[config.mk]
export PLATFORM = sky130hd
export DESIGN_NAME = mdu_ctrl
export DESIGN_NICKNAME = d
export VERILOG_FILES = /design/src/rtl/mdu_pkg.sv /design/src/rtl/div_iter.sv /design/src/rtl/mdu_ctrl.sv
export SDC_FILE = /design/constraint.sdc
export NUM_CORES = 1
export LEC_CHECK = 0
export ABC_AREA = 1
export BUFFER_PORTS_ARGS = -buffer_cell sky130_fd_sc_hd__buf_2
export CORE_MARGIN = 3
export CORE_UTILIZATION = 50
export CTS_BUF_LIST = sky130_fd_sc_hd__clkbuf_8
export DETAILED_ROUTE_END_ITERATION = 10
export HOLD_SLACK_MARGIN = 0.05
export PLACE_DENSITY_LB_ADDON = 0.1
export SYNTH_ARGS = -nofsm -noshare
export SYNTH_HDL_FRONTEND = slang
export SYNTH_SLANG_ARGS = --single-unit
[constraint.sdc]
create_clock -name clk -period 3.8 [get_ports clk]
set_input_delay 0.76 -clock clk [delete_from_list [all_inputs] [get_ports clk]]
set_output_delay 0.76 -clock clk [all_outputs]
set_load 0.01 [all_outputs]
[src/rtl/mdu_pkg.sv]
// Shared MDU definitions: operation encodings, FSM states, iteration count and a sign helper.
package mdu_pkg;

    typedef enum logic [2:0] {
        OpNone  = 3'd0,
        OpMult  = 3'd1,
        OpMultu = 3'd2,
        OpDiv   = 3'd3,
        OpDivu  = 3'd4,
        OpMthi  = 3'd5,
        OpMtlo  = 3'd6,
        OpRsvd  = 3'd7
    } mdu_op_e;

    typedef enum logic [1:0] {
        StIdle = 2'd0,
        StMul  = 2'd1,
        StDiv  = 2'd2
    } mdu_state_e;

    localparam int unsigned IterCount = 32;
    localparam logic [4:0]  LastCount = 5'(IterCount - 1);

    // Two's-complement magnitude when neg is set; also used for the final negate.
    function automatic logic [31:0] mag32(input logic [31:0] v, input logic neg);
        return neg ? (~v + 32'd1) : v;
    endfunction

endpackage

[src/rtl/div_iter.sv]
// Restoring radix-2 unsigned divider datapath: one quotient bit per step.
// Exposes next-step remainder/quotient so the caller can write results on the final step.
module div_iter (
    input  logic        clk,
    input  logic        rst_n,
    input  logic        load,
    input  logic        step,
    input  logic [31:0] dividend,
    input  logic [31:0] divisor,
    output logic [31:0] quo_next,
    output logic [31:0] rem_next
);

    logic [31:0] rem_q;
    logic [31:0] quo_q;
    logic [31:0] dvs_q;
    logic [32:0] shifted;
    logic [32:0] diff;
    logic        qbit;

    // The dividend shifts out of quo_q into the remainder while quotient bits shift in.
    always_comb begin
        shifted  = {rem_q, quo_q[31]};
        diff     = shifted - {1'b0, dvs_q};
        qbit     = ~diff[32];
        rem_next = qbit ? diff[31:0] : shifted[31:0];
        quo_next = {quo_q[30:0], qbit};
    end

    always_ff @(posedge clk) begin
        if (!rst_n) begin
            rem_q <= 32'd0;
            quo_q <= 32'd0;
            dvs_q <= 32'd0;
        end else if (load) begin
            rem_q <= 32'd0;
            quo_q <= dividend;
            dvs_q <= divisor;
        end else if (step) begin
            rem_q <= rem_next;
            quo_q <= quo_next;
        end
    end

endmodule

[src/rtl/mdu_ctrl.sv]
// Multiply/divide unit controller: FSM, EXE stall, sign fix-up and HI/LO registers.
// Define MDU_FAST_MUL_EN for single-cycle MULT/MULTU; otherwise a 32-step shift-add is used.
module mdu_ctrl
    import mdu_pkg::*;
(
    input  logic        clk,
    input  logic        rst_n,
    input  logic        valid_exe,
    input  logic [2:0]  mdu_op,
    input  logic [31:0] src_a,
    input  logic [31:0] src_b,
    input  logic        flush,
    output logic        stall_exe,
    output logic        busy,
    output logic [31:0] hi,
    output logic [31:0] lo
);

    mdu_state_e  state;
    logic [4:0]  count;
    logic [31:0] a_q;
    logic [31:0] b_q;
    logic        sgn_q;

    mdu_op_e     op;
    logic        issue;
    logic        issue_iter;
    logic        op_is_mul;
    logic        op_is_div;
    logic        op_signed;
    logic        last;
    logic [31:0] mag_a;
    logic [31:0] mag_b;
    logic        neg_rem;
    logic        neg_res;
    logic [31:0] quo_next;
    logic [31:0] rem_next;
    logic [63:0] div_res;
    logic [63:0] done_res;

    assign op        = mdu_op_e'(mdu_op);
    assign op_is_mul = (op == OpMult) || (op == OpMultu);
    assign op_is_div = (op == OpDiv) || (op == OpDivu);
    assign op_signed = (op == OpMult) || (op == OpDiv);
    assign issue     = (state == StIdle) && valid_exe && !flush
                       && (op != OpNone) && (op != OpRsvd);
    assign last      = (count == LastCount);

    assign mag_a = mag32(src_a, op_signed & src_a[31]);
    assign mag_b = mag32(src_b, op_signed & src_b[31]);

`ifdef MDU_FAST_MUL_EN
    assign issue_iter = issue && op_is_div;
`else
    assign issue_iter = issue && (op_is_div || op_is_mul);
`endif

    // The completing cycle (count==31) releases EXE; flush always releases it.
    assign stall_exe = issue_iter || ((state != StIdle) && !last && !flush);

    assign neg_rem = sgn_q & a_q[31];
    assign neg_res = sgn_q & (a_q[31] ^ b_q[31]);

    // Divide-by-zero bypasses the sign fix-up for both signednesses.
    assign div_res = (b_q == 32'd0) ? {a_q, 32'hFFFF_FFFF}
                                    : {mag32(rem_next, neg_rem), mag32(quo_next, neg_res)};

    div_iter u_div_iter (
        .clk      (clk),
        .rst_n    (rst_n),
        .load     (issue && op_is_div),
        .step     ((state == StDiv) && !flush),
        .dividend (mag_a),
        .divisor  (mag_b),
        .quo_next (quo_next),
        .rem_next (rem_next)
    );

`ifdef MDU_FAST_MUL_EN
    logic [63:0] fast_prod;
    logic [63:0] fast_res;

    assign fast_prod = {32'd0, mag_a} * {32'd0, mag_b};
    assign fast_res  = (op_signed & (src_a[31] ^ src_b[31])) ? (~fast_prod + 64'd1) : fast_prod;
    assign done_res  = div_res;
`else
    logic [63:0] prod_q;
    logic [63:0] prod_d;
    logic [31:0] mcand_q;
    logic [32:0] acc_sum;
    logic [63:0] mul_res;

    // prod_q holds {accumulator, remaining multiplier bits}; each step adds then shifts right.
    always_comb begin
        acc_sum = {1'b0, prod_q[63:32]};
        if (prod_q[0]) begin
            acc_sum = {1'b0, prod_q[63:32]} + {1'b0, mcand_q};
        end
        prod_d = {acc_sum, prod_q[31:1]};
    end

    assign mul_res  = neg_res ? (~prod_d + 64'd1) : prod_d;
    assign done_res = (state == StMul) ? mul_res : div_res;

    always_ff @(posedge clk) begin
        if (!rst_n) begin
            prod_q  <= 64'd0;
            mcand_q <= 32'd0;
        end else if (issue && op_is_mul) begin
            prod_q  <= {32'd0, mag_b};
            mcand_q <= mag_a;
        end else if ((state == StMul) && !flush) begin
            prod_q  <= prod_d;
        end
    end
`endif

    always_ff @(posedge clk) begin
        if (!rst_n) begin
            state <= StIdle;
            count <= 5'd0;
            busy  <= 1'b0;
            hi    <= 32'd0;
            lo    <= 32'd0;
            a_q   <= 32'd0;
            b_q   <= 32'd0;
            sgn_q <= 1'b0;
        end else if (state != StIdle) begin
            // Flush wins over a same-cycle completion: no HI/LO write.
            if (flush) begin
                state <= StIdle;
                busy  <= 1'b0;
                count <= 5'd0;
            end else if (last) begin
                state    <= StIdle;
                busy     <= 1'b0;
                count    <= 5'd0;
                {hi, lo} <= done_res;
            end else begin
                count <= count + 5'd1;
            end
        end else if (issue) begin
            a_q   <= src_a;
            b_q   <= src_b;
            sgn_q <= op_signed;
            unique case (op)
                OpMthi: hi <= src_a;
                OpMtlo: lo <= src_a;
                OpDiv, OpDivu: begin
                    state <= StDiv;
                    busy  <= 1'b1;
                    count <= 5'd0;
                end
                OpMult, OpMultu: begin
`ifdef MDU_FAST_MUL_EN
                    {hi, lo} <= fast_res;
`else
                    state <= StMul;
                    busy  <= 1'b1;
                    count <= 5'd0;
`endif
                end
                default: ;
            endcase
        end
    end

endmodule

==> impl_metrics.yaml <==
cells_and_area:
  area_delta_synth_final_pct: 14.36
  diodes: 0
  fin_nets: 4384
  post-route-cell-area_um2: 27790
  fin_cells: 4903
  n_fill_cell: 5006
  drive_above_1_share: 0.1266
synth:
  synth_cells: 4061
  postSynthAreaPerCell_um2: 5.983
  synth_area_leaders: "dfxtp_1 27%, nand2_1 17%, inv_1 8.6%"
  synth-seq-area-share: 0.2711
  syn_area_um2: 24300
  synthFlopType: "dfxtp_1"
  yosysTopAreaCellShare: 0.2711
  synth_common_cells: "1081 x nand2_1, 556 x inv_1, 401 x o21ai_0"
  synth-seq-cells: 329
  yosysMostFrequentCell: "nand2_1"
  synth_edf_count: 0
  synth.distinct_cells: 60
  ys_warn_count: 0
  yosys.area.top_type: "dfxtp_1"
  synthArstFlopShare: 0
  syn_nets: 4205
setup_path:
  cp_max_fo: 3
  start_kind: "flop"
  critPathKind: "flop to flop"
  crit_required_ns: 4.38
  r2r-start: "u_div_iter.dvs_q[24]$_SDFFE_PN0P_"
  startpoint: "u_div_iter.dvs_q[24]$_SDFFE_PN0P_"
  cp.arrival_ns: 4.18
  cp-end-kind: "flop"
timing:
  fin_setup_tns_ns: 0
  worst_hold_slack_ns: 0.3820
  min_period_ns: 3.602
  rsz0062_at_grt: "true"
  finalHoldViolations: 0
  tightestPinTransition_ns: 1.173
  skew_ns: 0.02242
  max_freq_mhz: 277.6
  fin_crit_sh: 0.9479
  relSlewSlack: 0.2169
  drv_slew: 0
  setup_viol: 0
cts:
  clkTransAtPathRegs_ns: 0.07
  cts.sinks: 329
  cts_tree: "yes"
  insertion_delay_ns: 0.69
  htreeDepth: 2
  clockBufferDepth: 3
  root_buffer: "clkbuf_8"
  cts_buffers: 59
  ctsHoldBuffers: 0
routing:
  drc: 0
  vias: 27920
  ant_nets: 0
  post_drt_wl_per_cell_um: 20.23
  firstDrtPassIters: 6
  drt_iter0_drc: 3412
  vias_per_cell: 5.695
  drt_wl_total_um: 99190
place:
  port_buffers: 136
  gp_congestion: 1.020
  dp_hpwl_um: 76590
  dp.cells: 4786
  post_dp_cell_area_um2: 26150
floorplanning:
  start_util: 0.5078
  pin_count: 137
  rows: 80
  dieArea_um2: 51280
  die_h_um: 226.4
  core_um2: 47850
  dieWidth_um: 226.4
power_and_ir_drop:
  power_density_nw_per_um2: 410.6
  p_leak_nw: 13.87
  vdd_drop_max_uv: 300.8
worst_hold_path:
  hp-start: "src_b[19]"
  hp-class: "input port to flop"
global_routing:
  grt_pass1_wl_um: 146100
  grt-ovfl-total: 0
  grt_pass1_vias: 24610
  grt_max_degree: 77
  grtUsageTotal: 0.3729
  antenna_found_initial: 1
status:
  outcome: "finished clean"
job:
  cap_violations: 0
[critical path, stage by stage (launching register included)]
cell and delay [ns]:
dfxtp_1 0.31, inv_1 0.13, ha_1 0.34, nand2_1 0.08
nor2_2 0.14, nand2_2 0.10, inv_1 0.10, a21oi_4 0.09
buf_4 0.15, nand2_4 0.10, nand2_4 0.08, nand2_8 0.10
ha_4 0.14, nand3_2 0.11, nor2_4 0.11, nand4_1 0.13
or2_4 0.30, nor2_4 0.13, nand3_4 0.10, buf_4 0.15
nand3_1 0.06, nand2_1 0.06, o21ai_0 0.17, o21ai_0 0.10
o221ai_1 0.17, inv_1 0.05
[area by class of cell]
cell class / count / area, um2 / share of cell area
multi-input cells: 2993 / 15170 / 0.5460
flip-flops and latches: 329 / 6586 / 0.2370
inverters: 572 / 2147 / 0.07727
repair buffers: 285 / 1822 / 0.06557
clock buffers: 72 / 991.0 / 0.03566
well taps: 615 / 769.5 / 0.02769
clock inverters: 37 / 300.3 / 0.01081
[kinds of logic (layout without fill, tap and decap cells)]
family                     after synthesis  in the layout  synth area share
buffers and inverters                  739            966            0.1182
adders and majority gates               73             73           0.03821
and+or+nand+nor                       1920           1920            0.3359
DFF                                    329            329            0.2711
AOI/OAI and AO/OA                      909            909            0.2038
xor gates and xnor gates                91             91           0.03280
[where the power goes]
| part | internal [W] | total [W] | switching, W | leakage [nW] |
|---|---|---|---|---|
| Sequential | 0.00356 | 0.00365 | 0.0000882 | 2.67 |
| Combinational | 0.00126 | 0.00401 | 0.00276 | 10.5 |
| Clock | 0.00206 | 0.00375 | 0.00169 | 0.738 |
| Total | 0.00687 | 0.0114 | 0.00453 | 13.9 |
[through the flow]
step | power [W] | utilization | setup WS [ns]
finish | 0.01141 | 0.5807 | 0.1981
floorplan | 0.006152 | - | 0.001247
detailed placement | 0.007435 | 0.5465 | 0.001946
global route | 0.01194 | 0.5807 | -0.06033
CTS | 0.01115 | 0.5739 | 0.02038
global placement | 0.007455 | 0.5465 | 0.03089
[per-layer routing]
| metal | routed length (um) | track usage |
|---|---|---|
| met4 | 3174 | 0.1186 |
| met2 | 41830 | 0.5607 |
| met1 | 44260 | 0.5464 |
| met3 | 9917 | 0.05761 |
| met5 | 0 | 0 |
[flip-flops by register name (all words and copies together), names as in the netlist]
register	count
sgn_q	1
a_q	32
count	5
u_div_iter.quo_q	32
prod_q	64
b_q	32
lo	32
u_div_iter.dvs_q	32
busy	1
u_div_iter.rem_q	32
hi	32
state	2
mcand_q	32
[repair_timing]
action	CTS	global route
resized for setup	1	69
endpoints found under the setup margin	2	25
pin swaps	0	10
buffers inserted	1	7
endpoints found under the hold margin	0	0
[placed cells by master (no fill, tap or decap), types with 72 or more instances in the layout]
cell      Yosys  final
a21oi_1     307    307
buf_2         9    135
buf_4         2    147
clkbuf_8      0     72
dfxtp_1     329    329
inv_1       556    569
nand2_1    1081   1067
nand3_1     239    228
nor2_1      377    357
o21ai_0     401    396
xor2_1       84     84
[worst paths after layout]
path,endpoint,slack (ns),cells past startpoint
max reg2reg,lo[20]$_SDFFE_PN0P_,0.20,25
max,lo[20]$_SDFFE_PN0P_,0.20,25
min reg2reg,a_q[8]$_SDFFE_PN0P_,0.46,2
min,b_q[19]$_SDFFE_PN0P_,0.38,3
No activity file was read; power rests on OpenSTA's default activity.
